## config.mk

```make
export PLATFORM = sky130hd
export DESIGN_NAME = ws2812_rx_flat
export DESIGN_NICKNAME = d
export VERILOG_FILES = /design/src/rtl/ws2812_pkg.sv /design/src/rtl/ws2812_rx_if.sv /design/src/rtl/ws2812_rx_sync_edge.sv /design/src/rtl/ws2812_rx.sv /design/src/flat_wrapper.sv
export SDC_FILE = /design/constraint.sdc
export NUM_CORES = 1
export LEC_CHECK = 0
export BUFFER_PORTS_ARGS = -buffer_cell sky130_fd_sc_hd__buf_2
export CORE_ASPECT_RATIO = 0.5
export CORE_MARGIN = 4
export CORE_UTILIZATION = 45
export DETAILED_ROUTE_END_ITERATION = 6
export PLACE_DENSITY = 0.66
export SLEW_MARGIN = 20
export SYNTH_ARGS = -nofsm -noshare
export SYNTH_HDL_FRONTEND = slang
export SYNTH_SLANG_ARGS = --single-unit
```

## constraint.sdc

```tcl
create_clock -name sys_clk -period 2.2 [get_ports sys_clk]
set_input_delay 0 -clock sys_clk [delete_from_list [all_inputs] [get_ports sys_clk]]
set_output_delay 0 -clock sys_clk [all_outputs]
set_load 0.05 [all_outputs]
```

## src/rtl/ws2812_pkg.sv

```systemverilog
// Shared WS2812 timing constants, pixel width and rx state encoding.
// Imported by both the LED transmitter and the stream decoder.
package ws2812_pkg;

   localparam int T0H_CYC   = 20;
   localparam int T1H_CYC   = 40;
   localparam int BIT_CYC   = 62;
   localparam int RESET_LOW = 2500;
   localparam int GRB_W     = 24;

   typedef enum logic [1:0] {
      RX_SYNC = 2'd0,
      RX_IDLE = 2'd1,
      RX_HIGH = 2'd2,
      RX_LOW  = 2'd3
   } rx_state_e;

endpackage

```

## src/rtl/ws2812_rx_if.sv

```systemverilog
// Decoded-pixel output bundle of the WS2812 receiver.
// The master side is driven by the decoder; consumers take the slave side.
interface ws2812_rx_if;
   import ws2812_pkg::*;

   logic [GRB_W-1:0] pix_data;
   logic             pix_valid;
   logic [7:0]       pix_idx;
   logic             frame_done;
   logic [7:0]       frame_len;
   logic             bit_err;

   modport master (
      output pix_data, pix_valid, pix_idx,
      output frame_done, frame_len, bit_err
   );

   modport slave (
      input pix_data, pix_valid, pix_idx,
      input frame_done, frame_len, bit_err
   );

endinterface

```

## src/rtl/ws2812_rx_sync_edge.sv

```systemverilog
// Two-flop synchronizer plus delay flop with rise/fall detection.
// Generic: also serves gesture-interrupt and key inputs.
module sync_edge (
   input  logic clk,
   input  logic rst,
   input  logic din,
   output logic level,
   output logic rise,
   output logic fall
);

   logic s1, s2, s3;

   always_ff @(posedge clk) begin
      if (rst) begin
         s1 <= 1'b0;
         s2 <= 1'b0;
         s3 <= 1'b0;
      end else begin
         s1 <= din;
         s2 <= s1;
         s3 <= s2;
      end
   end

   assign level = s2;
   assign rise  = s2 & ~s3;
   assign fall  = ~s2 & s3;

endmodule

```

## src/rtl/ws2812_rx.sv

```systemverilog
// WS2812 one-wire stream decoder: pulse-width bit classification,
// 24-bit GRB pixel assembly and latch-period frame boundaries.
module ws2812_rx
   import ws2812_pkg::*;
#(
   parameter int THRESH_CYC = 30,
   parameter int MIN_HIGH   = 8,
   parameter int MAX_HIGH   = 60,
   parameter int RESET_CYC  = RESET_LOW
) (
   input  logic        sys_clk,
   input  logic        sys_rst,
   input  logic        din,
   ws2812_rx_if.master rx
);

   localparam logic [1:0] SYNC = RX_SYNC;
   localparam logic [1:0] IDLE = RX_IDLE;
   localparam logic [1:0] HIGH = RX_HIGH;
   localparam logic [1:0] LOW  = RX_LOW;

   logic             lvl, rise, fall;
   logic [1:0]       state;
   logic [5:0]       hi_cnt;
   logic [11:0]      lo_cnt;
   logic [11:0]      lo_nxt;
   logic [GRB_W-2:0] shreg;
   logic [4:0]       bit_cnt;
   logic [7:0]       pix_cnt;
   logic             bit_val;
   logic             bad_w;

   sync_edge u_sync (
      .clk   (sys_clk),
      .rst   (sys_rst),
      .din   (din),
      .level (lvl),
      .rise  (rise),
      .fall  (fall)
   );

   assign lo_nxt  = lo_cnt + 12'd1;
   assign bit_val = hi_cnt >= 6'(THRESH_CYC);
   assign bad_w   = (hi_cnt < 6'(MIN_HIGH)) ||
                    (hi_cnt > 6'(MAX_HIGH));

   always_ff @(posedge sys_clk) begin
      if (sys_rst) begin
         state         <= SYNC;
         hi_cnt        <= '0;
         lo_cnt        <= '0;
         shreg         <= '0;
         bit_cnt       <= '0;
         pix_cnt       <= '0;
         rx.pix_data   <= '0;
         rx.pix_valid  <= 1'b0;
         rx.pix_idx    <= '0;
         rx.frame_done <= 1'b0;
         rx.frame_len  <= '0;
         rx.bit_err    <= 1'b0;
      end else begin
         rx.pix_valid  <= 1'b0;
         rx.frame_done <= 1'b0;
         rx.bit_err    <= 1'b0;
         unique case (state)
            SYNC: begin
               if (lvl) begin
                  lo_cnt <= '0;
               end else if (lo_nxt == 12'(RESET_CYC)) begin
                  lo_cnt <= '0;
                  state  <= IDLE;
               end else begin
                  lo_cnt <= lo_nxt;
               end
            end
            IDLE: begin
               if (rise) begin
                  hi_cnt <= 6'd1;
                  state  <= HIGH;
               end
            end
            HIGH: begin
               if (fall) begin
                  if (bad_w) begin
                     rx.bit_err <= 1'b1;
                     shreg      <= '0;
                     bit_cnt    <= '0;
                     pix_cnt    <= '0;
                     lo_cnt     <= '0;
                     state      <= SYNC;
                  end else begin
                     shreg <= {shreg[GRB_W-3:0], bit_val};
                     if (bit_cnt == 5'(GRB_W - 1)) begin
                        rx.pix_data  <= {shreg, bit_val};
                        rx.pix_valid <= 1'b1;
                        rx.pix_idx   <= pix_cnt;
                        if (pix_cnt != 8'hFF)
                           pix_cnt <= pix_cnt + 8'd1;
                        bit_cnt <= '0;
                     end else begin
                        bit_cnt <= bit_cnt + 5'd1;
                     end
                     lo_cnt <= 12'd1;
                     state  <= LOW;
                  end
               end else if (hi_cnt <= 6'(MAX_HIGH)) begin
                  hi_cnt <= hi_cnt + 6'd1;
               end
            end
            LOW: begin
               if (rise) begin
                  hi_cnt <= 6'd1;
                  state  <= HIGH;
               end else if (lo_nxt == 12'(RESET_CYC)) begin
                  // latch period: partial pixel bits are dropped here
                  rx.frame_done <= 1'b1;
                  rx.frame_len  <= pix_cnt;
                  pix_cnt       <= '0;
                  bit_cnt       <= '0;
                  shreg         <= '0;
                  lo_cnt        <= '0;
                  state         <= IDLE;
               end else begin
                  lo_cnt <= lo_nxt;
               end
            end
            default: state <= SYNC;
         endcase
      end
   end

endmodule

```

## src/flat_wrapper.sv

```systemverilog
// flat-port wrapper written by rule: the top's interface ports become plain ports
module ws2812_rx_flat import ws2812_pkg::*;
#(
   parameter int THRESH_CYC = 30,
   parameter int MIN_HIGH   = 8,
   parameter int MAX_HIGH   = 60,
   parameter int RESET_CYC  = RESET_LOW
)
  (sys_clk, sys_rst, din, rx_pix_data, rx_pix_valid, rx_pix_idx, rx_frame_done, rx_frame_len, rx_bit_err);
  ws2812_rx_if rx_i ();
  input  logic sys_clk;
  input  logic sys_rst;
  input  logic din;
  output wire logic [$bits(rx_i.pix_data)-1:0] rx_pix_data;
  output wire logic [$bits(rx_i.pix_valid)-1:0] rx_pix_valid;
  output wire logic [$bits(rx_i.pix_idx)-1:0] rx_pix_idx;
  output wire logic [$bits(rx_i.frame_done)-1:0] rx_frame_done;
  output wire logic [$bits(rx_i.frame_len)-1:0] rx_frame_len;
  output wire logic [$bits(rx_i.bit_err)-1:0] rx_bit_err;
  assign rx_pix_data = rx_i.pix_data;
  assign rx_pix_valid = rx_i.pix_valid;
  assign rx_pix_idx = rx_i.pix_idx;
  assign rx_frame_done = rx_i.frame_done;
  assign rx_frame_len = rx_i.frame_len;
  assign rx_bit_err = rx_i.bit_err;
  ws2812_rx #(.THRESH_CYC(THRESH_CYC), .MIN_HIGH(MIN_HIGH), .MAX_HIGH(MAX_HIGH), .RESET_CYC(RESET_CYC)) u_core (.sys_clk(sys_clk), .sys_rst(sys_rst), .din(din), .rx(rx_i));
endmodule
```

==> flow_summary.ini, run 1 <==
[clock_tree]
tritoncts = yes
numCtsBuffers = 9
cts-htree-levels = 3
clock-root-buffer = clkbuf_16
clock_sinks = 102
clkSlewWorstSetupHoldPaths_ns = 0.07
clockBufferDepth = 2
clkLatencyLatePin_ns = 0.35

[worst_setup_path]
cp-end-kind = flip-flop
critPathKind = reg2reg
startpoint_type = flip-flop
r2r_setup_slack_ns = 0.12
crit_arrival_ns = 2.32
cp_data_required_time_ns = 2.43
crit_path_max_fanout = 8

[floorplan]
rows = 25
num_io_pins = 46
die_h_um = 77.9
die_w_um = 148
start_util_pct = 46.4
die_area_mm2 = 0.0115
core_region_area_mm2 = 0.00948

[timing]
finalHoldViolCount = 0
setup_viol = 0
holdWs_ns = 0.0303
timing.fmax_mhz = 480
worstMarginPinSlew_ns = 0.617
finClkSkew_ns = 0.00914
slew_headroom_pct = 58.9
post-route-period-util_pct = 94.8
maxSlewViolCount = 0
period_minus_slack_ns = 2.08

[worst_hold_path]
hold_path.class = in2reg

[placement]
gp_congestion = 0.842
post-dp-hpwl_um = 6640
port_buffers = 45

[routing]
routed_wl_um = 10200
drt-initial-drc-count = 295
ant_nets = 0
drcViolationCount = 0
vias_per_cell = 5.44
wire_per_inst_um = 13.8
drt-pass1-iter-count = 5
vias = 4022

[grt]
grt_pass1_wl_um = 16800
grt_pass1_vias = 3472
grt.overflow.total = 0
grt_max_degree = 61
antenna_found_initial = 0
grt_usage_pct = 17.7

[outcome]
status = finished, final reports clean

[yosys]
synthArstFlopShare_pct = 0
synth.distinct_cells = 49
synth_top_family_by_area = simple AND/OR/NAND/NOR gates
synth-xor-area-share_pct = 0.796
synth_area_mm2 = 0.00440
synth_compound_area_share_pct = 17.4
syn-num-nets = 550
synth.area.top_cells = dfxtp_1 (46%), a21oi_1 (8.1%), nand2_1 (7.3%)
synth_edf_count = 0
syn_inst = 542
netlist.area_leader.share_pct = 46.4
ys_seq_area_share_pct = 46.4
synth_fa_ha_area_share_pct = 1.42
synthSimpleGateAreaFrac_pct = 27.1
synth_ff_type = dfxtp_1
avgSynthCellArea_um2 = 8.12
synthMuxAreaShare_pct = 2.08
yosys_warnings = 0
synth_area_leader_cell = dfxtp_1
ys_ff_latch = 102

[layout]
fin_nets = 607
antenna_cells = 0
layout-drive-gt1-share_pct = 19.7
syn2layout_area_growth_pct = 21.6
post-route-util_pct = 56.4

[run]
cap_violations = 0

[power_and_ir_drop]
irDropWorstVdd_v = 0.000342
leakage_nw = 2.01
power_density_mw_per_mm2 = 687
-- final timing paths --
| check | from | to | cells past startpoint |
|---|---|---|---|
| worst max register to register | u_core.lo_cnt[0] | u_core.pix_cnt[3] | 9 |
| worst max-delay path | u_core.lo_cnt[0] | u_core.pix_cnt[3] | 9 |
| worst min register to register | u_core.rx.pix_data[22] | u_core.rx.pix_data[22] | 2 |
| worst min-delay path | sys_rst | u_core.rx.frame_len[5] | 2 |
-- sequential cells by signal, summed over array words and instances (netlist names), 2 cells and up --
name / flops
u_core.state: 2
u_core.bit_cnt: 5
u_core.rx.pix_idx: 8
u_core.hi_cnt: 6
u_core.pix_cnt: 8
u_core.shreg: 23
u_core.rx.frame_len: 8
u_core.rx.pix_data: 24
u_core.lo_cnt: 12
-- metal layers --
| layer | routed length (um) | global-route usage [%] | part of all wire [%] |
|---|---|---|---|
| met3 | 481 | 5.13 | 4.7 |
| met4 | 106 | 5.16 | 1.0 |
| met2 | 4570 | 26.9 | 45 |
| met1 | 5040 | 24.5 | 49 |
| met5 | 0 | 0 | 0 |
-- power by group --
group          switching [mW]  internal [mW]  total, mW
combinational          0.0815         0.0606      0.142
clock                   0.711          0.928       1.64
sequential             0.0238           1.87       1.89
total                   0.816           2.86       3.67
-- cell usage in the layout (no fill, tap or decap), types with 4 or more instances in the layout --
cell	Yosys	final
buf_2	5	46
a21o_1	4	4
clkbuf_16	0	9
ha_1	5	4
dfxtp_1	102	100
or3_1	4	4
nand3_1	39	38
nand2b_1	6	6
nand4_1	33	33
mux2i_1	8	8
o21ai_0	11	11
nand2_1	86	86
inv_1	11	11
nor2_1	42	41
a21oi_1	71	70
buf_4	0	35
a311oi_1	5	5
nor2b_1	7	7
nor3_1	6	6
a31oi_1	16	16
-- logic make-up (layout without fill, tap and decap cells) --
family                   Yosys count  after routing
flip-flops                       102            102
AO/OA/AOI/OAI                    128            128
adder cells (fa/ha/maj)            5              5
buffers and inverters             51            113
multiplexers                       9              9
AND/OR/NAND/NOR                  243            243
XOR/XNOR                           4              4
-- cells in the mapped netlist (3+ instances only) --
master,instances
nor3_1,6
xor2_1,3
a21o_1,4
and3_1,3
nand2b_1,6
a31oi_1,16
nand2_1,86
clkbuf_1,30
buf_2,5
inv_1,11
a311oi_1,5
nor2_1,42
dfxtp_1,102
o21ai_1,3
or4_1,3
mux2i_1,8
nor2b_1,7
or3_1,4
o211ai_1,3
nand3_1,39
o21ai_0,11
o32ai_1,4
nand4_1,33
a21oi_1,71
ha_1,5
-- critical path, cell delays in order, from the launching register on --
cell	delay, ns
dfxtp_2	0.36
buf_4	0.13
nand3_2	0.13
or2_4	0.30
nor4b_4	0.25
buf_4	0.19
o211ai_4	0.14
buf_4	0.20
a21oi_1	0.18
o32ai_2	0.09
-- layout make-up --
type	count	area [um2]
Tap cell	135	169
Clock buffer	11	243
Inverter	11	41.3
Sequential cell	102	2050
Multi-Input combinational cell	389	2220
Timing Repair Buffer	86	566
Clock inverter	5	66.3
Fill cell	877	4130
-- per-stage QoR --
stage	setup WS, ns	TNS, ns	cells	cell area, um2	total power, mW
CTS	0.0392	0	734	5240	3.70
global route	-0.0216	-0.0216	739	5350	3.81
finish	0.115	0	739	5350	3.67
global placement	0.0767	0	717	4910	2.06
detailed placement	-0.0179	-0.0271	717	4910	2.06
floorplan	0.0921	0	542	4400	2.00
-- timing repair --
action	in CTS	in global routing
buffers inserted	0	4
setup endpoints to repair	6	41
cloned	0	1
hold endpoints to repair	1	0
pin swaps	1	6
hold buffers	1	0
resized for setup	1	16
Power figures use the tool's default switching activity.
==> run 2: changes to the inputs <==
--- a/config.mk
+++ b/config.mk
@@ -5,12 +5,12 @@
 export SDC_FILE = /design/constraint.sdc
 export NUM_CORES = 1
 export LEC_CHECK = 0
-export BUFFER_PORTS_ARGS = -buffer_cell sky130_fd_sc_hd__buf_2
 export CORE_ASPECT_RATIO = 0.5
 export CORE_MARGIN = 4
-export CORE_UTILIZATION = 45
+export CORE_UTILIZATION = 30
 export DETAILED_ROUTE_END_ITERATION = 6
-export PLACE_DENSITY = 0.66
+export DONT_BUFFER_PORTS = 1
+export PLACE_DENSITY = 0.45
 export SLEW_MARGIN = 20
 export SYNTH_ARGS = -nofsm -noshare
 export SYNTH_HDL_FRONTEND = slang
==> flow_summary.ini, run 2 (same netlist as run 1, synthesis figures left out) <==
[outcome]
status = finished, final reports clean

[placement]
port_buffers = 0
post-dp-hpwl_um = 7370
postPlaceCellArea_mm2 = 0.00479
gp_congestion = 0.793
dp_slack_ns = -0.0340
placed_cells = 733

[grt]
grt.overflow.total = 0
grt_pass1_vias = 3690
grt_pass1_wl_um = 19000
grt_max_degree = 100
antenna_found_initial = 0
grt_usage_pct = 14.0

[power_and_ir_drop]
irDropWorstVdd_v = 0.000359
power_density_mw_per_mm2 = 690
leakage_nw = 1.78
power_mw = 3.59

[layout]
stdcell_area_mm2 = 0.00520
post-route-util_pct = 37.2
largestRegisters = u_core.rx.pix_data: 24 flops, u_core.shreg: 23 flops, u_core.lo_cnt: 12 flops
final_cell_mix = dfxtp_1 (100), nand2_1 (86), a21oi_1 (70)
syn2layout_area_growth_pct = 18.2
final_common_cell = dfxtp_1
regMostFlops = u_core.rx.pix_data
antenna_cells = 0
finalNonFillerCells = 756
fillers = 1475
layout-drive-gt1-share_pct = 13.7
fin_nets = 567
largest_reg_flops = 24

[worst_setup_path]
cp-end-kind = flip-flop
cp-startpoint = u_core.lo_cnt[1]
crit_path_max_fanout = 4
startpoint_type = flip-flop
crit_arrival_ns = 2.42
cpLargestDelayFamily = simple AND/OR/NAND/NOR gates
critPathKind = reg2reg
cp_slowest_cell = or4b_4
slowest_delay_ns = 0.47
crit_chain = ha_2, or4b_4, nor4_4, and3_4, o211ai_2, buf_4, a21o_1, a31oi_1
r2r-start = u_core.lo_cnt[1]
cp_data_required_time_ns = 2.47
critPathBufInv = 1

[clock_tree]
clkSlewWorstSetupHoldPaths_ns = 0.08
clkLatencyLatePin_ns = 0.35
tritoncts = yes
clockBufferDepth = 2
clock_sinks = 102
clock-root-buffer = clkbuf_16
numCtsBuffers = 9
cts-htree-levels = 3

[timing]
period_minus_slack_ns = 2.15
slew_headroom_pct = 63.2
timing.fmax_mhz = 466
maxSlewViolCount = 0
tns_ns = 0
post-route-period-util_pct = 97.5
finalHoldViolCount = 0
rsz0062_at_grt = yes
setup_viol = 0
worstMarginPinSlew_ns = 0.552
finClkSkew_ns = 0.00913
holdWs_ns = 0.0168
setup_ws_ns = 0.0539

[routing]
wire_per_inst_um = 15.4
drt-pass1-iter-count = 4
routed_wl_um = 11700
ant_nets = 0
vias_per_cell = 5.14
vias = 3883
drt-initial-drc-count = 307
drcViolationCount = 0

[floorplan]
rows = 30
die_w_um = 179
start_util_pct = 31.5
die_h_um = 93.6
num_io_pins = 46
core_region_area_mm2 = 0.0140
die_area_mm2 = 0.0168

[run]
cap_violations = 0

[worst_hold_path]
hold_path.class = in2reg
hp-start = sys_rst
[run 2: routing by layer]
metal	up-vias	share of wire, %	global-route usage, %
li1	1970	-	-
met1	1834	51	20.1
met2	75	44	20.6
met3	4	4.9	4.00
met4	0	0.33	3.42
met5	-	0	0
[run 2: layout make-up]
cell class	count	area (um2)	area share (%)
Clock inverter	6	53.8	1.03
Inverter	11	41.3	0.794
Clock buffer	10	229	4.40
Sequential cell	102	2040	39.3
Timing Repair Buffer	45	389	7.48
Tap cell	192	240	4.62
Multi-Input combinational cell	390	2200	42.3
[run 2: path summary, 6_finish.rpt]
| check | end | slack [ns] | cells past startpoint |
|---|---|---|---|
| hold reg to reg | u_core.u_sync.level | 0.44 | 1 |
| setup reg to reg | u_core.pix_cnt[1] | 0.05 | 8 |
| hold / removal | u_core.rx.frame_done | 0.02 | 2 |
| setup / recovery | u_core.pix_cnt[1] | 0.05 | 8 |
[run 2: what timing repair did]
item                       in CTS  in global routing
setup buffers                   0                  2
setup endpoints to repair      11                 33
pin swaps                       2                  2
hold endpoints to repair       95                  6
gates resized for setup         2                 10
hold buffers                    2                  1
cloned                          0                  2
[run 2: where the power goes]
group	switching [mW]	leakage, nW	internal, mW
registers	0.0192	0.823	1.87
logic	0.0840	0.830	0.0640
clock network	0.764	0.129	0.789
==> run 3: changes to the inputs <==
--- a/config.mk
+++ b/config.mk
@@ -10,6 +10,7 @@
 export CORE_UTILIZATION = 30
 export DETAILED_ROUTE_END_ITERATION = 6
 export DONT_BUFFER_PORTS = 1
+export GPL_TIMING_DRIVEN = 0
 export PLACE_DENSITY = 0.45
 export SLEW_MARGIN = 20
 export SYNTH_ARGS = -nofsm -noshare
==> flow_summary.ini, run 3 (same netlist as run 1, synthesis figures left out) <==
[outcome]
status = finished, final reports clean

[timing]
finalHoldViolCount = 0
setup_viol = 0
rsz0062_at_grt = yes
holdWs_ns = 0.193
maxSlewViolCount = 0
finClkSkew_ns = 0.0143
slew_headroom_pct = 59.5
timing.fmax_mhz = 464
post-route-period-util_pct = 98.0
setup_ws_ns = 0.0438
period_minus_slack_ns = 2.16
worstMarginPinSlew_ns = 0.607

[routing]
ant_nets = 0
vias = 3939
wire_per_inst_um = 16.2
vias_per_cell = 5.19
drt-pass1-iter-count = 5
drcViolationCount = 0
routed_wl_um = 12300
drt-initial-drc-count = 256

[clock_tree]
clock-root-buffer = clkbuf_16
cts-htree-levels = 3
clockBufferDepth = 2
clkSlewWorstSetupHoldPaths_ns = 0.08
numCtsBuffers = 9
clock_sinks = 102
clkLatencyLatePin_ns = 0.35
tritoncts = yes

[grt]
grt_pass1_wl_um = 19800
grt.overflow.total = 0
grt_usage_pct = 14.9
grt_max_degree = 19
grt_pass1_vias = 3630
antenna_found_initial = 0

[layout]
final_cell_mix = dfxtp_1 (94), nand2_1 (86), a21oi_1 (68)
antenna_cells = 0
largest_reg_flops = 24
final_common_cell = dfxtp_1
finalNonFillerCells = 759
largestRegisters = u_core.rx.pix_data: 24 flops, u_core.shreg: 23 flops, u_core.lo_cnt: 12 flops
syn2layout_area_growth_pct = 17.5
stdcell_area_mm2 = 0.00517
regMostFlops = u_core.rx.pix_data
layout-drive-gt1-share_pct = 12.3
fin_nets = 570

[worst_setup_path]
crit_arrival_ns = 2.37
r2r-end = u_core.bit_cnt[0]
critPathKind = reg2reg
cp-startpoint = u_core.lo_cnt[0]
r2r-start = u_core.lo_cnt[0]
crit_path_max_fanout = 10
r2r_setup_slack_ns = 0.04
cp_data_required_time_ns = 2.41
cp-end-kind = flip-flop
startpoint_type = flip-flop
r2r_cells = 8
crit_end = u_core.bit_cnt[0]

[floorplan]
rows = 30
num_io_pins = 46
core_region_area_mm2 = 0.0140
start_util_pct = 31.5
die_h_um = 93.6
die_w_um = 179
die_area_mm2 = 0.0168

[worst_hold_path]
hold_path.class = in2reg

[power_and_ir_drop]
power_density_mw_per_mm2 = 716
irDropWorstVdd_v = 0.000365
leakage_nw = 1.70
power_mw = 3.70

[run]
cap_violations = 0

[placement]
placed_cells = 734
post-dp-hpwl_um = 8560
dp_slack_ns = -0.394
postPlaceCellArea_mm2 = 0.00464
gp_congestion = 0.798
port_buffers = 0
==> run 3: cell types whose count changed in the layout (fill, tap and decap cells not counted), sizes merged <==
cell         previous run  this run
buf                    43        18
bufinv                  0         1
clkbuf                 10        40
clkinv                  0         2
clkinvlp                3         0
dlygate4sd3             2         1
o211ai                  5         4
==> run 3: how the worst min path moves through the flow <==
stage / slack (ns) / from / cells after the start / end
floorplan: 0.13 / din / 1 / u_core.u_sync.s1
global placement: 0.13 / din / 1 / u_core.u_sync.s1
detailed placement: 0.13 / din / 1 / u_core.u_sync.s1
CTS: 0.19 / sys_rst / 3 / u_core.lo_cnt[8]
global route: 0.22 / sys_rst / 3 / u_core.lo_cnt[4]
finish: 0.19 / sys_rst / 3 / u_core.lo_cnt[2]
==> run 3: cell type report <==
cell class / count / area [um2]
well taps: 192 / 240
clock buffers: 10 / 229
multi-input cells: 389 / 2250
flip-flops and latches: 102 / 2060
plain buffers: 40 / 205
fillers: 1498 / 8790
inverters: 11 / 41.3
repair buffers: 9 / 70.1
clock inverters: 6 / 78.8
==> run 3: repair_timing <==
action / in CTS / in global routing
endpoints found under the setup margin: 88 / 87
hold buffers: 1 / 0
resized for setup: 25 / 26
buffers inserted: 4 / 4
hold endpoints to repair: 1 / 0
pin swaps: 3 / 5
==> run 3: stage by stage <==
stage / TNS [ns] / util [%]
after floorplan: 0 / -
after global placement: -21.01 / 33.2
after detailed placement: -21.21 / 33.2
after CTS: -0.0817 / 36.3
after global routing: -1.29 / 37.0
final: 0 / 37.0
==> run 3: where the power goes <==
group	internal [mW]	switching, mW
combinational	0.0372	0.0671
sequential	1.87	0.0379
clock	0.909	0.780
total	2.82	0.885
==> run 3: routing by layer <==
metal	wire (um)	track usage [%]
met3	684	4.04
met4	100	3.67
met1	6340	22.1
met2	5190	21.0
met5	0	0
==> run 3: worst max-delay path: stages, from the launching register on <==
cell and delay (ns):
dfxtp_4 0.38, ha_4 0.17, or4b_4 0.48, nor4_4 0.18, and3_4 0.25, o211ai_4 0.13
buf_8 0.20, a31oi_1 0.18, nor2_1 0.05
